## config.mk

```make
export PLATFORM = sky130hd
export DESIGN_NAME = lfsr_seq_ctrl_flat
export DESIGN_NICKNAME = d
export VERILOG_FILES = /design/src/rtl/lfsr_seq_pkg.sv /design/src/rtl/lfsr_seq_ctrl_if.sv /design/src/rtl/lfsr_step_cnt.sv /design/src/rtl/lfsr_seq_ctrl.sv /design/src/flat_wrapper.sv
export SDC_FILE = /design/constraint.sdc
export NUM_CORES = 1
export LEC_CHECK = 0
export CAP_MARGIN = 20
export CORE_ASPECT_RATIO = 0.9
export CORE_UTILIZATION = 65
export CTS_CLUSTER_DIAMETER = 200
export DETAILED_ROUTE_END_ITERATION = 12
export DONT_BUFFER_PORTS = 1
export PLACE_DENSITY = 0.8
export SLEW_MARGIN = 5
export SYNTH_ARGS = -nofsm -noshare
export SYNTH_HDL_FRONTEND = slang
export SYNTH_HIERARCHICAL = 1
export SYNTH_SLANG_ARGS = --single-unit
```

## constraint.sdc

```tcl
create_clock -name clk -period 4.9 [get_ports clk]
set_clock_uncertainty 0.1 [all_clocks]
set_input_delay 0.98 -clock clk [delete_from_list [all_inputs] [get_ports clk]]
set_output_delay 0.98 -clock clk [all_outputs]
set_load 0.005 [all_outputs]
```

## src/rtl/lfsr_seq_pkg.sv

```systemverilog
// Shared types and constants for the LFSR sequencer.
// Optional build macro: LFSR_ZERO_GUARD_EN. When defined, an all-zero seed is replaced
// by GUARD_SEED so the register cannot lock up at zero.
package lfsr_seq_pkg;

    // Controller states
    typedef enum logic [2:0] {
        StIdle  = 3'd0,
        StClear = 3'd1,
        StLoad  = 3'd2,
        StRun   = 3'd3,
        StDone  = 3'd4
    } state_e;

    // Shift register mode codes
    localparam logic [1:0] SH_CLR  = 2'b00;
    localparam logic [1:0] SH_LOAD = 2'b01;
    localparam logic [1:0] SH_STEP = 2'b10;
    localparam logic [1:0] SH_HOLD = 2'b11;

    localparam logic [7:0] GUARD_SEED = 8'h01;

    // Seed actually loaded into the register
    function automatic logic [7:0] effective_seed(input logic [7:0] seed);
`ifdef LFSR_ZERO_GUARD_EN
        return (seed == 8'h00) ? GUARD_SEED : seed;
`else
        return seed;
`endif
    endfunction

endpackage

```

## src/rtl/lfsr_seq_ctrl_if.sv

```systemverilog
// Request/response handshake bundle between a requester and the LFSR sequencer.
interface lfsr_seq_ctrl_if #(
    parameter int unsigned CNT_W = 8
);
    logic             req_valid;
    logic             req_ready;
    logic [7:0]       req_seed;
    logic [CNT_W-1:0] req_count;
    logic             rsp_valid;
    logic             rsp_ready;
    logic [7:0]       rsp_data;

    // Requester / result consumer side
    modport master (
        output req_valid,
        output req_seed,
        output req_count,
        output rsp_ready,
        input  req_ready,
        input  rsp_valid,
        input  rsp_data
    );

    // Sequencer side
    modport slave (
        input  req_valid,
        input  req_seed,
        input  req_count,
        input  rsp_ready,
        output req_ready,
        output rsp_valid,
        output rsp_data
    );
endinterface

```

## src/rtl/lfsr_step_cnt.sv

```systemverilog
// Step counter: loads a count, decrements on request, never wraps below zero.
module lfsr_step_cnt #(
    parameter int unsigned CNT_W = 8
) (
    input  logic             clk,
    input  logic             rst_n,
    input  logic             load_i,
    input  logic [CNT_W-1:0] load_val_i,
    input  logic             dec_i,
    output logic [CNT_W-1:0] cnt_o,
    output logic             is_zero_o,
    output logic             is_one_o
);
    logic [CNT_W-1:0] cnt_q, cnt_d;

    // Next count: load has priority, decrement saturates at zero
    always_comb begin
        cnt_d = cnt_q;
        if (load_i) begin
            cnt_d = load_val_i;
        end else if (dec_i && (cnt_q != '0)) begin
            cnt_d = cnt_q - CNT_W'(1);
        end
    end

    // Count register
    always_ff @(posedge clk or negedge rst_n) begin
        if (!rst_n) begin
            cnt_q <= '0;
        end else begin
            cnt_q <= cnt_d;
        end
    end

    assign cnt_o     = cnt_q;
    assign is_zero_o = (cnt_q == '0);
    assign is_one_o  = (cnt_q == CNT_W'(1));
endmodule

```

## src/rtl/lfsr_seq_ctrl.sv

```systemverilog
// LFSR sequencer: takes a seed/count request, drives the external shift register through
// clear, load and count steps, then presents the register value as a response.
// Optional build macro: LFSR_ZERO_GUARD_EN (see lfsr_seq_pkg).
module lfsr_seq_ctrl #(
    parameter int unsigned CNT_W = 8
) (
    input  logic       clk,
    input  logic       rst_n,
    lfsr_seq_ctrl_if.slave bus,
    output logic       busy,
    output logic [1:0] sr_shamt,
    output logic [7:0] sr_din,
    input  logic [7:0] sr_data
);
    import lfsr_seq_pkg::*;

    state_e     state_q, state_d;
    logic [1:0] shamt_q, shamt_d;
    logic [7:0] din_q, din_d;

    logic             cnt_load;
    logic             cnt_dec;
    logic [CNT_W-1:0] cnt_val;
    logic             cnt_zero;
    logic             cnt_one;

    lfsr_step_cnt #(
        .CNT_W (CNT_W)
    ) u_step_cnt (
        .clk        (clk),
        .rst_n      (rst_n),
        .load_i     (cnt_load),
        .load_val_i (bus.req_count),
        .dec_i      (cnt_dec),
        .cnt_o      (cnt_val),
        .is_zero_o  (cnt_zero),
        .is_one_o   (cnt_one)
    );

    // Next-state and registered shift-register controls
    always_comb begin
        state_d  = state_q;
        shamt_d  = shamt_q;
        din_d    = din_q;
        cnt_load = 1'b0;
        cnt_dec  = 1'b0;
        unique case (state_q)
            StIdle: begin
                // Reset leaves shamt at clear; idle holds once the clock runs
                shamt_d = SH_HOLD;
                if (bus.req_valid) begin
                    cnt_load = 1'b1;
                    din_d    = effective_seed(bus.req_seed);
                    shamt_d  = SH_CLR;
                    state_d  = StClear;
                end
            end
            StClear: begin
                shamt_d = SH_LOAD;
                state_d = StLoad;
            end
            StLoad: begin
                if (cnt_zero) begin
                    shamt_d = SH_HOLD;
                    state_d = StDone;
                end else begin
                    shamt_d = SH_STEP;
                    state_d = StRun;
                end
            end
            StRun: begin
                // Register steps on every edge here; the last step is the one seen at count 1
                cnt_dec = 1'b1;
                if (cnt_one) begin
                    shamt_d = SH_HOLD;
                    state_d = StDone;
                end
            end
            StDone: begin
                shamt_d = SH_HOLD;
                if (bus.rsp_ready) begin
                    state_d = StIdle;
                end
            end
            default: begin
                shamt_d = SH_HOLD;
                state_d = StIdle;
            end
        endcase
    end

    // State and output registers
    always_ff @(posedge clk or negedge rst_n) begin
        if (!rst_n) begin
            state_q <= StIdle;
            shamt_q <= SH_CLR;
            din_q   <= 8'h00;
        end else begin
            state_q <= state_d;
            shamt_q <= shamt_d;
            din_q   <= din_d;
        end
    end

    assign bus.req_ready = (state_q == StIdle);
    assign bus.rsp_valid = (state_q == StDone);
    assign bus.rsp_data  = sr_data;
    assign busy          = (state_q != StIdle);
    assign sr_shamt      = shamt_q;
    assign sr_din        = din_q;

    // Count value is only consumed through the zero/one flags
    logic unused_cnt;
    assign unused_cnt = ^cnt_val;
endmodule

```

## src/flat_wrapper.sv

```systemverilog
// flat-port wrapper written by rule: the top's interface ports become plain ports
module lfsr_seq_ctrl_flat import lfsr_seq_pkg::*;
#(
    parameter int unsigned CNT_W = 8
)
  (clk, rst_n, busy, sr_shamt, sr_din, sr_data, bus_req_valid, bus_req_seed, bus_req_count, bus_rsp_ready, bus_req_ready, bus_rsp_valid, bus_rsp_data);
  lfsr_seq_ctrl_if #(.CNT_W(CNT_W)) bus_i ();
  input  logic clk;
  input  logic rst_n;
  output logic busy;
  output logic [1:0] sr_shamt;
  output logic [7:0] sr_din;
  input  logic [7:0] sr_data;
  input wire logic [$bits(bus_i.req_valid)-1:0] bus_req_valid;
  input wire logic [$bits(bus_i.req_seed)-1:0] bus_req_seed;
  input wire logic [$bits(bus_i.req_count)-1:0] bus_req_count;
  input wire logic [$bits(bus_i.rsp_ready)-1:0] bus_rsp_ready;
  output wire logic [$bits(bus_i.req_ready)-1:0] bus_req_ready;
  output wire logic [$bits(bus_i.rsp_valid)-1:0] bus_rsp_valid;
  output wire logic [$bits(bus_i.rsp_data)-1:0] bus_rsp_data;
  assign bus_i.req_valid = bus_req_valid;
  assign bus_i.req_seed = bus_req_seed;
  assign bus_i.req_count = bus_req_count;
  assign bus_i.rsp_ready = bus_rsp_ready;
  assign bus_req_ready = bus_i.req_ready;
  assign bus_rsp_valid = bus_i.rsp_valid;
  assign bus_rsp_data = bus_i.rsp_data;
  lfsr_seq_ctrl #(.CNT_W(CNT_W)) u_core (.clk(clk), .rst_n(rst_n), .bus(bus_i), .busy(busy), .sr_shamt(sr_shamt), .sr_din(sr_din), .sr_data(sr_data));
endmodule
```

==> metrics.json <==
{
  "outcome": "complete, no violations",
  "cts.sink_count": 21,
  "cts-resized-gates": 0,
  "grt_antenna_before_repair": 0,
  "power.switching_fraction_pct": 20.7,
  "drt_drc_violations_left": 0,
  "sequential_cell_area_um2": 526,
  "clock_tree.root_cell": "clkbuf_4",
  "place_inst": 127,
  "cts_inserted_buffers": 3,
  "cts_tree": "yes",
  "critical_path_required_ns": 5.06,
  "grt_pass1_vias": 842,
  "dp_hpwl_um": 1650,
  "final_replace_weighted_congestion": 0.825,
  "multiInputGateArea_um2": 587,
  "crit_path_max_fanout": 9,
  "timing.critical_path.to_type": "flip-flop",
  "htree_num_levels": 1,
  "drt_wl_total_um": 2330,
  "critPathKind": "reg -> reg",
  "hold_class": "in -> async",
  "cts_setup_buffers": 0,
  "crit_buf_inv": 0,
  "worstPathCellList": "or4_4 -> nor4b_1 -> o21ai_0 -> a21o_1 -> nand2_1",
  "p_switching_w": 0.0000533,
  "cts-hold-fix-buffers": 0,
  "fmax_mhz": 423,
  "fraction_of_the_cycle_the_final_worst_path_needs_pct": 48.3,
  "die_width_um": 48.1,
  "avgRoutedWirePerCell_um": 17.8,
  "power.share.combinational_pct": 0.2,
  "synth-seq-area-share_pct": 42.3,
  "post_synthesis_mean_instance_area_um2": 10.6,
  "fin_tns_setup_ns": 0,
  "post_synth_instance_area_um2": 1240,
  "layout-area-overhead-vs-synth_pct": -3.93,
  "final_period_minus_worst_setup_slack_ns": 2.37,
  "die_footprint_um2": 2090,
  "detail-route-antenna-nets": 0,
  "finalSetupViolCount": 0,
  "ys_warn_count": 6,
  "globalRoute.totalOverflow": 0,
  "postSynthCellCount": 117,
  "nets_in_the_synthesized_netlist": 148,
  "grt_setup_unrepaired": "false",
  "routed-via-count": 860,
  "via_per_inst": 6.56,
  "hold_ws_ns": 0.246,
  "path_delay_family": "simple AND/OR/NAND/NOR gates",
  "power_leakage_nw": 0.489,
  "grt_first_pass_wirelength_um": 3660,
  "drt_pass1_iterations": 4,
  "globalRouteTotalUtil_pct": 24.9,
  "cellPowerDensity_nw_per_um2": 216,
  "arrival_ns": 2.52,
  "insertedDiodeCount": 0,
  "crit_slowest_cell": "nor4b_1",
  "die_span_y_um": 43.5,
  "ys_async_sr_fraction_pct": 100,
  "p_clk_share_pct": 32.5,
  "synth_enable_flop_cells": 0,
  "final_instance_count_excl_fillers": 131,
  "worst_setup_start_kind": "flip-flop",
  "start_util_pct": 71.6,
  "timing.final.max_slew_violations": 0,
  "proportion_of_layout_cells_with_a_drive_suffix_above_1_pct": 16.8,
  "pin_count_of_the_biggest_net_entering_global_routing": 22,
  "core-area_um2": 1730,
  "cts.clk_slew.worst_paths_ns": 0.12,
  "cts-root-to-sink-buffers": 2,
  "finish.net_count": 139,
  "fillerInstances": 127,
  "max_slew.worst_pin.slew_ns": 0.828,
  "timing.critical_path.slowest_cell_delay_ns": 0.67,
  "timing_hold_violations_final": 0,
  "power_report.internal_total_w": 0.000204,
  "ys_types": 44,
  "clock_latency_ns": 0.31,
  "io_buffer_count": 0,
  "final_worst_slack_ns": 2.53,
  "max-cap-violations": 0,
  "row_count": 14,
  "vdd_ir_drop_max_v": 0.000247,
  "timing.max_slew.rel_slack_pct": 44.3,
  "ys_dominant_reg_cell": "dfrtp_1",
  "synth-seq-cells": 21,
  "detailedRoute.firstIterationViolations": 27,
  "pin_count": 49,
  "seq_power_share_pct": 67.3,
  "dp_worst_setup_slack_ns": 2.51
}
## cells in the final DEF, fill, tap and decap left out, drive strengths merged, types with 2 or more instances in the layout
cell	instances
nor3	4
or3b	2
o211ai	2
a31oi	4
dfrtp	21
nor4	2
nor3b	3
and2	3
nor2b	3
nor2	9
ha	3
o21ai	3
inv	5
clkinv	2
o2111ai	2
o31ai	3
nand2	4
a21oi	2
clkbuf	3
or4	2
mux2	9
## sequential cells by signal, indices dropped and copies added, names as in the netlist
signal,count
u_core/sr_shamt,2
u_core/state_q,3
u_core/u_step_cnt/cnt_o,8
u_core/sr_din,8
## logic make-up (layout without fill, tap and decap cells)
logic type                 count (synthesis)  count (layout)  share of synthesized area, %
AOI/OAI and AO/OA                         26              26                          15.6
adders and majority gates                  3               3                          3.02
buffers and inverters                     20              10                          10.4
DFF                                       21              21                          42.3
muxes                                      9               9                          10.6
and+or+nand+nor                           38              38                          18.0
## worst reg2reg max path, delay by kind of cell, from the launching register on
kind,cells,cell delay [ns]
DFF,1,0.47
AOI/OAI and AO/OA,2,0.40
and+or+nand+nor,3,1.34
## synthesized netlist by cell type, drive strengths merged (3+ instances only)
cell type | count | area, um^2
nor2 | 9 | 33.8
o31ai | 3 | 22.5
nand2 | 4 | 15.0
and2 | 3 | 21.3
ha | 3 | 37.5
nor2b | 3 | 21.3
o21ai | 3 | 15.0
dfrtp | 21 | 526
nor3 | 4 | 20.0
inv | 5 | 18.8
mux2 | 9 | 131
nor3b | 3 | 22.5
a31oi | 4 | 25.0
buf | 12 | 98.8
## metal layers
metal	global-route usage [%]	routed length, um
met1	35.5	1050
met2	37.0	1080
met3	9.58	207
met4	3.33	0
met5	0	0
## final cells by class
cell class              instances  share of cell area, %
well taps                      24                   2.52
inverters                       6                   1.89
clock inverters                 1                  0.420
multi-input cells              76                   49.2
flip-flops and latches         21                   44.1
clock buffers                   3                   1.89
## worst paths after layout
check	slack, ns	startpoint	cells after the start	to
worst max-delay path	2.53	u_core/u_step_cnt/cnt_o[2]$_DFFE_PN0P_	5	u_core/sr_shamt[1]$_DFFE_PN0P_
worst min-delay path	0.25	rst_n	0	u_core/sr_shamt[0]$_DFFE_PN0P_
worst max register to register	2.53	u_core/u_step_cnt/cnt_o[2]$_DFFE_PN0P_	5	u_core/sr_shamt[1]$_DFFE_PN0P_
worst min register to register	0.45	u_core/sr_din[5]$_DFFE_PN0P_	1	u_core/sr_din[5]$_DFFE_PN0P_
max in group asynchronous	4.38	rst_n	0	u_core/sr_din[0]$_DFFE_PN0P_
min in group clk	0.45	u_core/sr_din[5]$_DFFE_PN0P_	1	u_core/sr_din[5]$_DFFE_PN0P_
## through the flow
| stage | area (um^2) | util, % | total power [W] |
|---|---|---|---|
| global placement | 1160 | 67.2 | 0.000177 |
| finish | 1190 | 68.8 | 0.000257 |
| CTS | 1190 | 68.8 | 0.000260 |
| global route | 1190 | 68.8 | 0.000267 |
| floorplan | 1240 | - | 0.000182 |
| detailed placement | 1160 | 67.2 | 0.000177 |
## power groups by stage
stage	logic, W	clock network, W	registers, W
6_report	0.000000537	0.0000836	0.000173
5_1_grt	0.000000541	0.0000930	0.000173
4_1_cts	0.000000528	0.0000859	0.000173
3_5_place_dp	0.000000510	0	0.000177
3_3_place_gp	0.000000502	0	0.000177
2_1_floorplan	0.00000577	0	0.000177
Power figures use the tool's default switching activity.
